--- config.mk ---
export PLATFORM = sky130hd
export DESIGN_NAME = infobus_gen
export DESIGN_NICKNAME = d
export VERILOG_FILES = /design/src/rtl/infobus_pkg.sv /design/src/rtl/xvga_timing.sv /design/src/rtl/infobus_gen.sv
export SDC_FILE = /design/constraint.sdc
export NUM_CORES = 1
export LEC_CHECK = 0
export ABC_AREA = 1
export CORE_UTILIZATION = 50
export DETAILED_ROUTE_END_ITERATION = 16
export PLACE_DENSITY = 0.76
export SYNTH_ARGS = -nofsm -noshare
export SYNTH_HDL_FRONTEND = slang
export SYNTH_SLANG_ARGS = --single-unit
export TNS_END_PERCENT = 20
--- constraint.sdc ---
create_clock -name clockin -period 3.8 [get_ports clockin]
set_input_delay 0.57 -clock clockin [delete_from_list [all_inputs] [get_ports clockin]]
set_output_delay 0.57 -clock clockin [all_outputs]
set_load 0.01 [all_outputs]
--- src/rtl/infobus_pkg.sv ---
// Shared definitions for the XVGA timing/user information bus: timing constants,
// bus layout, sample record and the coordinate clamp helpers.
package infobus_pkg;

    localparam int H_ACTIVE    = 1024;
    localparam int H_FP        = 24;
    localparam int H_SYNC      = 136;
    localparam int H_BP        = 160;
    localparam int H_TOTAL     = H_ACTIVE + H_FP + H_SYNC + H_BP;
    localparam int HSYNC_START = H_ACTIVE + H_FP;
    localparam int HSYNC_END   = HSYNC_START + H_SYNC - 1;

    localparam int V_ACTIVE    = 768;
    localparam int V_FP        = 3;
    localparam int V_SYNC      = 6;
    localparam int V_BP        = 29;
    localparam int V_TOTAL     = V_ACTIVE + V_FP + V_SYNC + V_BP;
    localparam int VSYNC_START = V_ACTIVE + V_FP;
    localparam int VSYNC_END   = VSYNC_START + V_SYNC - 1;

    localparam int HC_W  = 11;
    localparam int VC_W  = 10;
    localparam int X_W   = 11;
    localparam int Y_W   = 10;
    localparam int BUS_W = 69;

    localparam int ZERO_BIT  = 68;
    localparam int HC_MSB    = 67;
    localparam int HC_LSB    = 57;
    localparam int VC_MSB    = 56;
    localparam int VC_LSB    = 47;
    localparam int HSYNC_BIT = 46;
    localparam int VSYNC_BIT = 45;
    localparam int BLANK_BIT = 44;
    localparam int H1X_MSB   = 43;
    localparam int H1X_LSB   = 33;
    localparam int H1Y_MSB   = 32;
    localparam int H1Y_LSB   = 23;
    localparam int H2X_MSB   = 22;
    localparam int H2X_LSB   = 12;
    localparam int H2Y_MSB   = 11;
    localparam int H2Y_LSB   = 2;
    localparam int GRAB2_BIT = 1;
    localparam int GRAB1_BIT = 0;

    typedef enum logic {
        GRAB_STABLE   = 1'b0,
        GRAB_CHANGING = 1'b1
    } grab_state_t;

    typedef struct packed {
        logic [X_W-1:0] x1;
        logic [Y_W-1:0] y1;
        logic [X_W-1:0] x2;
        logic [Y_W-1:0] y2;
        logic           g2;
        logic           g1;
    } hand_sample_t;

    function automatic logic [X_W-1:0] clamp_x(input logic [X_W-1:0] x);
        return (x > X_W'(H_ACTIVE - 1)) ? X_W'(H_ACTIVE - 1) : x;
    endfunction

    function automatic logic [Y_W-1:0] clamp_y(input logic [Y_W-1:0] y);
        return (y > Y_W'(V_ACTIVE - 1)) ? Y_W'(V_ACTIVE - 1) : y;
    endfunction

endpackage

--- src/rtl/xvga_timing.sv ---
// 1024x768 XVGA raster generator: registered counters with sync/blank/frame_start
// aligned to the same pixel, plus the vblank-entry commit strobe.
module xvga_timing
    import infobus_pkg::*;
(
    input  logic            clockin,
    input  logic            reset_n,
    output logic [HC_W-1:0] hcount,
    output logic [VC_W-1:0] vcount,
    output logic            hsync,
    output logic            vsync,
    output logic            blank,
    output logic            frame_start,
    output logic            commit
);

    logic [HC_W-1:0] hcount_r;
    logic [VC_W-1:0] vcount_r;
    logic [HC_W-1:0] hcount_nxt_s;
    logic [VC_W-1:0] vcount_nxt_s;
    logic            hsync_r;
    logic            vsync_r;
    logic            blank_r;
    logic            frame_start_r;
    logic            run_r;

    // Next raster position; the first edge after reset re-presents 0/0 so it carries frame_start
    always_comb begin
        hcount_nxt_s = hcount_r;
        vcount_nxt_s = vcount_r;
        if (!run_r) begin
            hcount_nxt_s = '0;
            vcount_nxt_s = '0;
        end else if (hcount_r == HC_W'(H_TOTAL - 1)) begin
            hcount_nxt_s = '0;
            if (vcount_r == VC_W'(V_TOTAL - 1)) begin
                vcount_nxt_s = '0;
            end else begin
                vcount_nxt_s = vcount_r + 10'd1;
            end
        end else begin
            hcount_nxt_s = hcount_r + 11'd1;
        end
    end

    assign commit = run_r && (hcount_nxt_s == '0) && (vcount_nxt_s == VC_W'(V_ACTIVE));

    // Raster registers, all derived from the same next position to stay aligned
    always_ff @(posedge clockin or negedge reset_n) begin
        if (!reset_n) begin
            run_r         <= 1'b0;
            hcount_r      <= '0;
            vcount_r      <= '0;
            hsync_r       <= 1'b1;
            vsync_r       <= 1'b1;
            blank_r       <= 1'b0;
            frame_start_r <= 1'b0;
        end else begin
            run_r         <= 1'b1;
            hcount_r      <= hcount_nxt_s;
            vcount_r      <= vcount_nxt_s;
            hsync_r       <= !((hcount_nxt_s >= HC_W'(HSYNC_START)) &&
                               (hcount_nxt_s <= HC_W'(HSYNC_END)));
            vsync_r       <= !((vcount_nxt_s >= VC_W'(VSYNC_START)) &&
                               (vcount_nxt_s <= VC_W'(VSYNC_END)));
            blank_r       <= (hcount_nxt_s >= HC_W'(H_ACTIVE)) ||
                             (vcount_nxt_s >= VC_W'(V_ACTIVE));
            frame_start_r <= (hcount_nxt_s == '0) && (vcount_nxt_s == '0);
        end
    end

    assign hcount      = hcount_r;
    assign vcount      = vcount_r;
    assign hsync       = hsync_r;
    assign vsync       = vsync_r;
    assign blank       = blank_r;
    assign frame_start = frame_start_r;

endmodule

--- src/rtl/infobus_gen.sv ---
// Information bus generator: buffers tracker samples, commits them once per frame at
// vblank entry, debounces the grab levels and packs everything with the raster timing.
module infobus_gen
    import infobus_pkg::*;
#(
    parameter int GRAB_FRAMES = 2
) (
    input  logic             clockin,
    input  logic             reset_n,
    input  logic             hand_valid,
    input  logic [X_W-1:0]   hand1x,
    input  logic [Y_W-1:0]   hand1y,
    input  logic [X_W-1:0]   hand2x,
    input  logic [Y_W-1:0]   hand2y,
    input  logic             grab1,
    input  logic             grab2,
    output logic [BUS_W-1:0] infoout,
    output logic             frame_start,
    output logic             sample_drop
);

    logic [HC_W-1:0] hcount_s;
    logic [VC_W-1:0] vcount_s;
    logic            hsync_s;
    logic            vsync_s;
    logic            blank_s;
    logic            commit_s;
    hand_sample_t    new_sample_s;
    hand_sample_t    pend_r;
    hand_sample_t    comm_r;
    logic            pend_valid_r;
    logic            sample_drop_r;
    logic [1:0]      raw_grab_s;
    logic [1:0]      grab_out_s;
    logic [BUS_W-1:0] bus_s;

    xvga_timing u_timing (
        .clockin     (clockin),
        .reset_n     (reset_n),
        .hcount      (hcount_s),
        .vcount      (vcount_s),
        .hsync       (hsync_s),
        .vsync       (vsync_s),
        .blank       (blank_s),
        .frame_start (frame_start),
        .commit      (commit_s)
    );

    // Incoming sample with positions clamped to the visible area
    always_comb begin
        new_sample_s.x1 = clamp_x(hand1x);
        new_sample_s.y1 = clamp_y(hand1y);
        new_sample_s.x2 = clamp_x(hand2x);
        new_sample_s.y2 = clamp_y(hand2y);
        new_sample_s.g2 = grab2;
        new_sample_s.g1 = grab1;
    end

    // Raw grab levels that the committed registers will hold after this edge
    always_comb begin
        raw_grab_s = {comm_r.g2, comm_r.g1};
        if (hand_valid) begin
            raw_grab_s = {grab2, grab1};
        end else if (pend_valid_r) begin
            raw_grab_s = {pend_r.g2, pend_r.g1};
        end else begin
            raw_grab_s = {comm_r.g2, comm_r.g1};
        end
    end

    // Pending buffer and once-per-frame commit; a sample in the commit cycle bypasses pending
    always_ff @(posedge clockin or negedge reset_n) begin
        if (!reset_n) begin
            pend_r        <= '0;
            comm_r        <= '0;
            pend_valid_r  <= 1'b0;
            sample_drop_r <= 1'b0;
        end else begin
            sample_drop_r <= 1'b0;
            if (commit_s) begin
                pend_valid_r <= 1'b0;
                if (hand_valid) begin
                    comm_r <= new_sample_s;
                end else if (pend_valid_r) begin
                    comm_r <= pend_r;
                end
            end else if (hand_valid) begin
                pend_r        <= new_sample_s;
                pend_valid_r  <= 1'b1;
                sample_drop_r <= pend_valid_r;
            end
        end
    end

    for (genvar gi = 0; gi < 2; gi++) begin : g_grab
        grab_state_t state_r;
        logic [3:0]  cnt_r;
        logic        out_r;

        // Grab debounce: the output flips only after GRAB_FRAMES consecutive differing commits
        always_ff @(posedge clockin or negedge reset_n) begin
            if (!reset_n) begin
                state_r <= GRAB_STABLE;
                cnt_r   <= 4'd0;
                out_r   <= 1'b0;
            end else if (commit_s) begin
                case (state_r)
                    GRAB_STABLE: begin
                        if (raw_grab_s[gi] != out_r) begin
                            if (4'd1 >= 4'(GRAB_FRAMES)) begin
                                out_r <= ~out_r;
                            end else begin
                                cnt_r   <= 4'd1;
                                state_r <= GRAB_CHANGING;
                            end
                        end
                    end
                    GRAB_CHANGING: begin
                        if (raw_grab_s[gi] == out_r) begin
                            state_r <= GRAB_STABLE;
                        end else if ((cnt_r + 4'd1) >= 4'(GRAB_FRAMES)) begin
                            out_r   <= ~out_r;
                            state_r <= GRAB_STABLE;
                        end else begin
                            cnt_r <= cnt_r + 4'd1;
                        end
                    end
                    default: begin
                        state_r <= GRAB_STABLE;
                    end
                endcase
            end
        end

        assign grab_out_s[gi] = out_r;
    end

    // Bus packing from registered sources only
    always_comb begin
        bus_s                   = '0;
        bus_s[ZERO_BIT]         = 1'b0;
        bus_s[HC_MSB:HC_LSB]    = hcount_s;
        bus_s[VC_MSB:VC_LSB]    = vcount_s;
        bus_s[HSYNC_BIT]        = hsync_s;
        bus_s[VSYNC_BIT]        = vsync_s;
        bus_s[BLANK_BIT]        = blank_s;
        bus_s[H1X_MSB:H1X_LSB]  = comm_r.x1;
        bus_s[H1Y_MSB:H1Y_LSB]  = comm_r.y1;
        bus_s[H2X_MSB:H2X_LSB]  = comm_r.x2;
        bus_s[H2Y_MSB:H2Y_LSB]  = comm_r.y2;
        bus_s[GRAB2_BIT]        = grab_out_s[1];
        bus_s[GRAB1_BIT]        = grab_out_s[0];
    end

    assign infoout     = bus_s;
    assign sample_drop = sample_drop_r;

endmodule
==> metrics.csv, run 1 <==
stage,metric,value,unit
cts,CTS resizes,0,
place,hpwl dp,10700,µm
cts,clk slew on worst S/H paths,60,ps
final_layout,share of layout cells above drive strength 1,8.85,%
sta,Setup TNS,0,ps
cts,CTS Buffer Depth,2,
worst_setup_path,required time worst endpoint,4110,ps
worst_setup_path,Crit. End Element,register,
worst_hold_path,Hold Path Class,in2async,
synthesis,top post-synthesis cells by area,"dfrtp_1 (45%), nand2_1 (18%), nand3_1 (8.4%)",
die,Core ar.,0.0135,mm²
worst_setup_path,r2r setup slk,730,ps
cts,setup bufs post-CTS,0,
sta,post-layout min period,3070,ps
global_route,initial antenna violation count,0,
sta,RSZ-0062 raised after global routing,false,
synthesis,Post-Syn Area per Cell,7.56,µm²
sta,Final Hold Fails,0,
worst_setup_path,worst-path fanout max,43,
worst_setup_path,Worst R2R Start,u_timing.hcount[0]$_DFF_PN0_,
detailed_routing,DRT Pass-1 Iters,5,
sta,fmax,326,MHz
cts,Post-CTS Hold Buffers,0,
synthesis,post-synthesis register bit count,128,
sta,post-route clock period utilization,80.7,%
cts,CTS Sinks,128,
global_route,total grt overflow,0,
sta,Final setup viols,0,
power_and_ir_drop,Peak VDD IR,0.000275,V
worst_setup_path,worst setup path endpoint,pend_r[29]$_DFFE_PN0P_,
sta,headroom to the max-slew limit,39.0,%
global_route,vias in the first global route,5532,
worst_setup_path,worst reg2reg path endpoint,pend_r[29]$_DFFE_PN0P_,
detailed_routing,post-route ant nets,0,
die,Initial Util,51.9,%
cts,CTS tree,built,
die,Die X-Extent,120,µm
worst_setup_path,CP Class,reg2reg,
sta,Worst-Margin Slew,912,ps
final_layout,post-layout util,63.1,%
final_layout,Fillers,1217,
synthesis,Synth top area share,45.1,%
detailed_routing,DRC Markers,0,
global_route,largest net degree at the start of global routing,82,
status,status,completed,
power_and_ir_drop,Leak,4.49,nW
final_layout,Final nets,1035,
synthesis,Gate Count Post-Synth,924,
die,row cnt,42,
run,MaxCap Viol Count,0,
synthesis,cell area after synthesis,0.00698,mm²
die,die footprint,0.0144,mm²
cts,clk root buf,clkbuf_16,
synthesis,Yosys warnings,0,
detailed_routing,total number of vias,5830,
detailed_routing,Routed WL,15900,µm
cts,"Clk Latency, worst-skew pair",420,ps
global_route,first-pass GRT wire length,26800,µm
sta,"Slew Viols, Final",0,
die,die extent in y,120,µm
worst_setup_path,reg2reg path depth,12,
detailed_routing,DR vias/cell,4.98,
synthesis,Yosys top cell by area,dfrtp_1,
place,final RePlAce weighted congestion,0.885,
final_layout,Ant. Diodes,0,
power_and_ir_drop,Power Total,0.00342,W
synthesis,"Seq/Total Area, Yosys",45.9,%
die,IO Pins,118,
detailed_routing,Wirelength per Cell,13.6,µm
sta,Clock Skews,9.43,ps
global_route,GR Util All Layers,23.8,%
worst_setup_path,crit path from,u_timing.hcount[0]$_DFF_PN0_,
final_layout,area added between synthesis and finish,21.5,%
cts,Num CTS Buffers,17,
detailed_routing,DRT iter0 DRCs,539,
worst_setup_path,CP Launch Type,register,
power_and_ir_drop,power per cell area,403,mW/mm²
place,PortBufs,116,
cts,CTS H-tree depth,4,
synthesis,Netlist cell types,41,
synthesis,net count after synthesis,978,
worst_setup_path,WP data arrival,3370,ps
==> worst min path at each step <==
| stage | from | endpoint | slack [ps] | cells after the start |
|---|---|---|---|---|
| 2_1_floorplan | reset_n | comm_r[0]$_DFFE_PN0P_ | 270 | 0 |
| 3_3_place_gp | comm_r[1]$_DFFE_PN0P_ | comm_r[1]$_DFFE_PN0P_ | 450 | 2 |
| 3_5_place_dp | pend_r[13]$_DFFE_PN0P_ | pend_r[13]$_DFFE_PN0P_ | 460 | 2 |
| 4_1_cts | reset_n | u_timing.hcount[9]$_DFF_PN0_ | 210 | 1 |
| 5_1_grt | reset_n | u_timing.hcount[9]$_DFF_PN0_ | 240 | 1 |
| 6_report | reset_n | g_grab[1].cnt_r[3]$_DFFE_PN0P_ | 190 | 1 |
==> cells in the final DEF, fill, tap and decap left out, types with 2 or more instances in the layout <==
cell type,netlist,layout
nand2_1,339,339
dfrtp_1,126,126
nand3_1,117,117
clkdlybuf4s50_1,0,114
inv_1,76,76
nor2_1,64,64
or2_2,20,20
clkbuf_16,0,17
a31oi_1,16,16
o21ai_0,9,9
buf_4,52,8
ha_1,7,7
xor2_1,6,6
nand4_1,6,6
nand2_2,5,5
inv_2,5,5
nor3_1,4,4
nor2_2,4,4
a21oi_1,4,4
nor2_4,4,4
xnor2_1,3,3
clkinv_4,0,3
bufinv_16,0,3
clkbuf_8,0,3
clkinvlp_4,0,3
o21bai_1,2,2
nand3_2,2,2
nand2_4,2,2
a22o_1,2,2
conb_1,2,2
dfstp_2,2,2
==> where the power goes <==
| group | switching (W) | internal [W] |
|---|---|---|
| registers | 0.0000304 | 0.00141 |
| logic | 0.000157 | 0.000117 |
| clock network | 0.000621 | 0.00109 |
==> cell type report <==
cell class	instances	area, µm²	area share (%)
clock buffer	21	470	5.54
multi-input combinational	630	2920	34.4
timing repair buffer	123	1210	14.3
inverter	81	304	3.58
clock inverter	11	155	1.83
tap	176	220	2.59
sequential	128	3210	37.8
==> worst max-delay path, stage by stage, from the launching register on <==
cell and delay [ps]:
dfrtp_1 440, ha_1 270, nand3_2 130, nor3_2 400
nand2_1 100, nand3_1 100, nand2_1 80, nor2_2 250
nand2_1 120, nor2_1 120, nand2_2 520, nand3_1 270
nand2_1 90
==> sequential cells by signal, indices dropped and copies added, names as in the netlist <==
signal / cells
u_timing.frame_start: 1
g_grab.state_r: 2
pend_r: 44
infoout: 42
u_timing.vsync: 1
u_timing.hcount: 11
comm_r: 2
u_timing.blank: 1
g_grab.out_r: 2
g_grab.cnt_r: 8
pend_valid_r: 1
sample_drop: 1
u_timing.hsync: 1
u_timing.run_r: 1
u_timing.vcount: 10
==> layer usage <==
layer	track usage, %	wire length, µm	up-vias
met1	32.4	7480	2701
met3	5.19	785	20
met4	7.89	255	0
met2	37.6	7430	152
met5	0	0	-
li1	-	-	2957
==> synth_stat cells, drive strengths merged <==
library cell  number
nor2              73
nand4              6
nor3               5
nand3b             1
xor2               6
o31ai              1
a21oi              4
nand2            346
clkbuf            17
buf               68
conb               2
nand3            120
or2               20
or3                1
o2111ai            1
a21o               1
inv               81
dfstp              2
o21ai             10
nor4               1
a31oi             16
xnor2              3
o21bai             3
a22o               2
dfrtp            126
ha                 7
a41oi              1
==> stage by stage <==
stage          worst slack, ps  instance area, µm²  hold slack [ps]  instances
2_1_floorplan             1530                6980              274        924
3_3_place_gp               800                7860              449       1138
3_5_place_dp               780                7860              458       1138
4_1_cts                    703                8490              212       1170
5_1_grt                    492                8490              245       1170
6_report                   733                8490              185       1170
==> cell families (layout without fill, tap and decap cells) <==
group,count (synthesis),in the layout,synth area share (%)
flip-flops,128,128,45.9
AND/OR/NAND/NOR,573,573,35.7
AO/OA/AOI/OAI,39,39,3.64
adder cells (fa/ha/maj),7,7,1.25
other,2,2,0.108
XOR/XNOR,9,9,1.13
buffers and inverters,166,236,12.3
Note: power is estimated with default switching activity, not from simulation.
==> run 2: changes to the inputs <==
Clock period 3.8 ns to 3.1 ns, I/O delays scaled along.
==> run 2 against run 1 <==
- via count grew 2.4%
- worst hold slack got worse by 160 ps
- clock-buffer cell count is 1 higher
- routed wire length rose by 0.46%
- utilization increased by 0.45 points
- clock power rose by 25%
- combinational power increased by 24%
- critical path type unchanged
- largest cell class unchanged
==> metrics.csv, run 2 (same netlist as run 1, synthesis figures left out) <==
stage,metric,value,unit
sta,Setup TNS,0,ps
global_route,total grt overflow,0,
cts,Num CTS Buffers,17,
cts,clk root buf,clkbuf_16,
global_route,initial antenna violation count,0,
die,die extent in y,120,µm
global_route,vias in the first global route,5613,
cts,Post-CTS Hold Buffers,0,
place,hpwl dp,10700,µm
die,Core ar.,0.0135,mm²
sta,RSZ-0062 raised after global routing,false,
final_layout,Ant. Diodes,0,
cts,CTS H-tree depth,4,
cts,CTS tree,built,
run,MaxCap Viol Count,0,
cts,"Clk Latency, worst-skew pair",420,ps
sta,headroom to the max-slew limit,58.3,%
sta,"Slew Viols, Final",0,
sta,fmax,362,MHz
worst_hold_path,Hold Path Class,in2async,
global_route,GR Util All Layers,23.8,%
final_layout,max FFs per register,44,
detailed_routing,post-route ant nets,0,
worst_setup_path,WP data arrival,3120,ps
global_route,first-pass GRT wire length,27100,µm
die,die footprint,0.0144,mm²
power_and_ir_drop,Leak,4.54,nW
sta,Final setup viols,0,
sta,Clock Skews,9.00,ps
worst_setup_path,worst-path fanout max,32,
worst_setup_path,Crit. End Element,register,
final_layout,area added between synthesis and finish,22.4,%
detailed_routing,Routed WL,16000,µm
final_layout,"leading cell type in the layout, fill and taps excluded",nand2_1,
sta,post-layout min period,2760,ps
cts,clk slew on worst S/H paths,60,ps
final_layout,"Most flops, register",pend_r,
cts,CTS resizes,0,
cts,setup bufs post-CTS,0,
final_layout,post-layout util,63.5,%
final_layout,most frequent cells in the layout,"nand2_1 (339), dfrtp_1 (126), nand3_1 (117)",
detailed_routing,total number of vias,5972,
power_and_ir_drop,power per cell area,495,mW/mm²
sta,post-route clock period utilization,89.2,%
detailed_routing,DRC Markers,0,
die,Initial Util,51.9,%
die,IO Pins,118,
place,PortBufs,116,
detailed_routing,DRT Pass-1 Iters,5,
sta,Final Hold Fails,0,
global_route,largest net degree at the start of global routing,67,
final_layout,share of layout cells above drive strength 1,9.12,%
die,row cnt,42,
detailed_routing,DRT iter0 DRCs,570,
status,status,completed,
cts,CTS Sinks,128,
detailed_routing,DR vias/cell,5.09,
sta,final hold slack,29.3,ps
worst_setup_path,CP Class,reg2reg,
worst_setup_path,CP Launch Type,register,
final_layout,Final nets,1039,
detailed_routing,Wirelength per Cell,13.6,µm
worst_setup_path,required time worst endpoint,3450,ps
cts,CTS Buffer Depth,2,
power_and_ir_drop,Peak VDD IR,0.000370,V
sta,Worst-Margin Slew,626,ps
place,final RePlAce weighted congestion,0.905,
die,Die X-Extent,120,µm
-- run 2: path summary, 6_finish.rpt --
| path | slack (ps) | end | startpoint | depth (start not counted) |
|---|---|---|---|---|
| max reg2reg | 340 | pend_r[21]$_DFFE_PN0P_ | u_timing.hcount[0]$_DFF_PN0_ | 12 |
| min | 30 | g_grab[0].cnt_r[2]$_DFFE_PN0P_ | reset_n | 1 |
| max in group asynchronous | 2250 | u_timing.vsync$_DFF_PN1_ | reset_n | 2 |
| min reg2reg | 470 | comm_r[1]$_DFFE_PN0P_ | comm_r[1]$_DFFE_PN0P_ | 2 |
| max | 340 | pend_r[21]$_DFFE_PN0P_ | u_timing.hcount[0]$_DFF_PN0_ | 12 |
| min in group clockin | 420 | sample_drop$_DFF_PN0_ | hand_valid | 3 |
-- run 2: area by class of cell --
type                            count  area (µm²)
Inverter                           81         304
Tap cell                          176         220
Clock buffer                       22         474
Sequential cell                   128        3210
Fill cell                        1213        4900
Timing Repair Buffer              127        1270
Multi-Input combinational cell    630        2920
Clock inverter                     10         156
-- run 2: per-stage QoR --
step                      instance area [µm²]  cells  total power, W  setup slack (ps)
after floorplan                          6980    924         0.00198               828
after global placement                   7920   1142         0.00213               391
after detailed placement                 7920   1142         0.00213               361
after CTS                                8550   1174         0.00426               329
after global routing                     8550   1174         0.00440              69.4
final                                    8550   1174         0.00423               335
-- run 2: report_power, final --
part           switching (W)  internal [W]  leakage, nW
Sequential         0.0000374       0.00173         1.65
Combinational       0.000193      0.000147         2.58
Clock               0.000721       0.00141        0.310
Total               0.000951       0.00328         4.54
-- run 2: critical path, stage by stage, from the launching register on --
cell      delay (ps)
dfrtp_1          440
ha_1             280
nand3_2          130
nor3_2           380
nand2_1           90
nand3_1          110
nand2_1           90
nor2_2           260
nand3_4          170
o21bai_4         360
buf_12           240
nand2_1           80
nand2_1           70
-- run 2: metal layers --
metal / vias up / global-route usage (%) / wire (µm) / share of wire (%)
li1: 2960 / - / - / -
met1: 2808 / 31.7 / 7400 / 46
met2: 183 / 37.8 / 7450 / 47
met3: 21 / 5.38 / 878 / 5.5
met4: 0 / 9.30 / 294 / 1.8
met5: - / 0 / 0 / 0
==> run 3: changes to the inputs <==
Settings changed: PLACE_DENSITY 0.76 to 0.77, SYNTH_HIERARCHICAL from default to 1.
==> run 3 against run 2 <==
- largest power group unchanged
- largest cell class unchanged
- sequential share of layout area grew 1.7 points
- highest routed layer unchanged
- routed wire length down 3.8%
- fmax fell by 4.0%
==> metrics.csv, run 3 <==
stage,metric,value,unit
status,status,completed,
worst_setup_path,most used cell along the critical path,nand2_1,
die,Initial Util,51.7,%
worst_setup_path,worst-path fanout max,45,
sta,"Slew Viols, Final",0,
synthesis,top post-synthesis cells by area,"dfrtp_1 (48%), nand2_1 (15%), buf_4 (5.9%)",
detailed_routing,DRC Markers,0,
worst_setup_path,worst reg2reg path endpoint,infoout[12]$_DFFE_PN0P_,
detailed_routing,DRT Pass-1 Iters,7,
place,hpwl dp,10400,µm
worst_setup_path,CP peak stage delay,450,ps
power_and_ir_drop,Clk network pwr share,47.3,%
synthesis,Yosys top cell by area,dfrtp_1,
synthesis,top_reg_cell synth,dfrtp_1,
place,Inst Count DP,1062,
final_layout,Finished Cell Area,0.00817,mm²
final_layout,most frequent cells in the layout,"nand2_1 (260), dfrtp_1 (125), clkdlybuf4s50_1 (115)",
synthesis,Synth top area share,47.9,%
global_route,total grt overflow,0,
worst_setup_path,Worst R2R Start,u_timing/hcount[0]$_DFF_PN0_,
run,MaxCap Viol Count,0,
cts,CTS H-tree depth,4,
place,Post-DP Area,0.00755,mm²
synthesis,net count after synthesis,899,
power_and_ir_drop,NetSw,0.000995,W
synthesis,asr flop ratio synth,100,%
worst_setup_path,r2r setup slk,220,ps
worst_setup_path,WP data arrival,3210,ps
synthesis,Gate Count Post-Synth,845,
cts,clk slew on worst S/H paths,50,ps
synthesis,Synth Area in XOR/XNOR,0.666,%
worst_setup_path,cells along the critical path,ha_1 > nand3_2 > nor2_1 > nand2_1 > nand2_1 > nand3_1 > nand2_1 > inv_1 > nand2_1 > nor2_1 > nand2_1 > nor2_2 > inv_2 > nor2_4 > buf_12 > nor2_1 > a31oi_1,
worst_setup_path,required time worst endpoint,3430,ps
power_and_ir_drop,Sequential Power Share,42.8,%
detailed_routing,DRT iter0 DRCs,516,
sta,Final Hold Fails,0,
cts,clk root buf,clkbuf_16,
final_layout,"Most flops, register",pend_r,
synthesis,post-synthesis simple-gate area fraction,26.3,%
die,die extent in y,117,µm
worst_hold_path,Hold Path Class,in2async,
global_route,largest net degree at the start of global routing,68,
sta,post-layout min period,2880,ps
power_and_ir_drop,combinational group share of total power,9.8,%
power_and_ir_drop,power per cell area,522,mW/mm²
worst_setup_path,reg2reg path depth,17,
global_route,vias in the first global route,5213,
cts,CTS Buffer Depth,2,
sta,Final setup viols,0,
synthesis,Post-synth top cells,"nand2_1 (260), dfrtp_1 (126), nor2_1 (95), o21ai_0 (69), inv_1 (66)",
global_route,first-pass GRT wire length,24900,µm
final_layout,final cell count without fillers,1095,
worst_setup_path,crit path from,u_timing/hcount[0]$_DFF_PN0_,
final_layout,Final nets,964,
final_layout,area added between synthesis and finish,24.3,%
synthesis,Netlist cell types,34,
worst_setup_path,CP Class,reg2reg,
sta,headroom to the max-slew limit,57.9,%
final_layout,Fillers,1135,
synthesis,cell area after synthesis,0.00658,mm²
power_and_ir_drop,switching share of total power,23.3,%
global_route,met3 Use GR,5.81,%
final_layout,area of the multi-input gates,0.00256,mm²
worst_setup_path,worst setup path endpoint,infoout[12]$_DFFE_PN0P_,
final_layout,Register Area,0.00321,mm²
detailed_routing,total number of vias,5714,
global_route,met2 usage,38.7,%
sta,fmax,347,MHz
global_route,initial antenna violation count,0,
final_layout,max FFs per register,44,
final_layout,Ant. Diodes,0,
power_and_ir_drop,Peak VDD IR,0.000285,V
global_route,GR Util All Layers,24.0,%
detailed_routing,Wirelength per Cell,14.1,µm
sta,Setup TNS,0,ps
detailed_routing,post-route ant nets,0,
sta,Worst-Margin Slew,631,ps
detailed_routing,DR vias/cell,5.22,
cts,CTS tree,built,
synthesis,dominant cell by count in the synthesized netlist,nand2_1,
cts,"Clk Latency, worst-skew pair",420,ps
die,die footprint,0.0136,mm²
synthesis,Yosys warnings,6,
final_layout,"leading cell type in the layout, fill and taps excluded",nand2_1,
worst_setup_path,Levels on crit path,17,
power_and_ir_drop,Leak,3.94,nW
synthesis,largest family of logic cells by synthesized area,simple AND/OR/NAND/NOR gates,
synthesis,Synth Area in Adders,1.33,%
power_and_ir_drop,internal power,0.00327,W
sta,Clock Skews,6.12,ps
die,IO Pins,118,
sta,post-route clock period utilization,92.9,%
cts,CTS Sinks,128,
global_route,busiest grt layer,met2,
worst_setup_path,kind of cell adding the most delay to the critical path,simple AND/OR/NAND/NOR gates,
worst_setup_path,CP Launch Type,register,
synthesis,Synth Area in Compound Gates,10.4,%
place,PortBufs,116,
synthesis,Post-synth EDFFs,0,
global_route,met1 Use GR,31.4,%
sta,RSZ-0062 raised after global routing,false,
worst_setup_path,slowest CP cell,dfrtp_2,
final_layout,share of layout cells above drive strength 1,6.93,%
die,row cnt,41,
place,final RePlAce weighted congestion,0.917,
synthesis,post-synthesis register bit count,128,
cts,Num CTS Buffers,17,
detailed_routing,Routed WL,15400,µm
synthesis,Post-Syn Area per Cell,7.78,µm²
synthesis,post-synthesis mux area share,0.171,%
die,Die X-Extent,117,µm
power_and_ir_drop,Power Total,0.00427,W
worst_setup_path,Crit. End Element,register,
synthesis,"Seq/Total Area, Yosys",48.7,%
worst_setup_path,CP bufs+invs,3,
die,Core ar.,0.0127,mm²
[run 3: changes by cell type in the layout (fill, tap and decap cells not counted), sizes merged, moves of 3 or more]
cell,change
nand2,-84
nand3,-80
o21ai,+68
nor2,+29
a31oi,+23
or2,-20
inv,-11
nor3,+3
[run 3: cell families (layout without fill, tap and decap cells)]
| logic type | count (synthesis) | in the layout |
|---|---|---|
| AOI/OAI and AO/OA | 125 | 125 |
| xor gates and xnor gates | 5 | 5 |
| adders and majority gates | 7 | 7 |
| buffers and inverters | 155 | 233 |
| DFF | 128 | 128 |
| muxes | 1 | 1 |
| other | 2 | 2 |
| and+or+nand+nor | 422 | 422 |
[run 3: worst reg2reg max path, stage by stage, from the launching register on]
cell	delay, ps
dfrtp_2	450
ha_1	260
nand3_2	140
nor2_1	80
nand2_1	230
nand2_1	90
nand3_1	150
nand2_1	100
inv_1	60
nand2_1	70
nor2_1	110
nand2_1	90
nor2_2	130
inv_2	120
nor2_4	210
buf_12	230
nor2_1	90
a31oi_1	190
[run 3: worst min path at each step]
stage	slack (ps)	to	startpoint	cells past startpoint
finish	30	u_timing/vcount[8]$_DFF_PN0_	reset_n	1
detailed placement	460	pend_r[38]$_DFFE_PN0P_	pend_r[38]$_DFFE_PN0P_	2
CTS	70	u_timing/hcount[1]$_DFF_PN0_	reset_n	1
global route	90	pend_r[15]$_DFFE_PN0P_	reset_n	1
global placement	450	pend_r[15]$_DFFE_PN0P_	pend_r[15]$_DFFE_PN0P_	2
floorplan	170	comm_r[0]$_DFFE_PN0P_	reset_n	0
[run 3: metrics by stage]
stage          util [%]  hold WS (ps)  setup WS [ps]
2_1_floorplan         -           169            483
6_report           64.2          34.7            219
3_5_place_dp       59.3           458            188
3_3_place_gp       59.3           454            237
5_1_grt            64.2          92.4           29.6
4_1_cts            64.0          66.9            117
[run 3: routing by layer]
| metal | wire (µm) | share of wire [%] | up-vias |
|---|---|---|---|
| met1 | 6900 | 45 | 2690 |
| li1 | - | - | 2784 |
| met4 | 293 | 1.9 | 0 |
| met3 | 976 | 6.3 | 27 |
| met2 | 7240 | 47 | 213 |
| met5 | 0 | 0 | - |
[run 3: area by class of cell]
type                       instances  area share, %
multi-input combinational        562           31.4
tap                              172           2.63
sequential                       128           39.2
clock inverter                     9           1.61
clock buffer                      23           5.73
timing repair buffer             130           16.2
inverter                          71           3.26
[run 3: power groups by stage]
stage	clock network [W]	registers [W]	logic, W
CTS	0.00205	0.00183	0.000426
global placement	0	0.00185	0.000412
floorplan	0	0.00184	0.000245
finish	0.00202	0.00183	0.000420
detailed placement	0	0.00185	0.000422
global route	0.00212	0.00184	0.000469
[run 3: timing repair]
action,CTS,global route
setup buffers,0,1
setup endpoints to repair,0,74
resized for setup,0,2
hold buffers,0,0
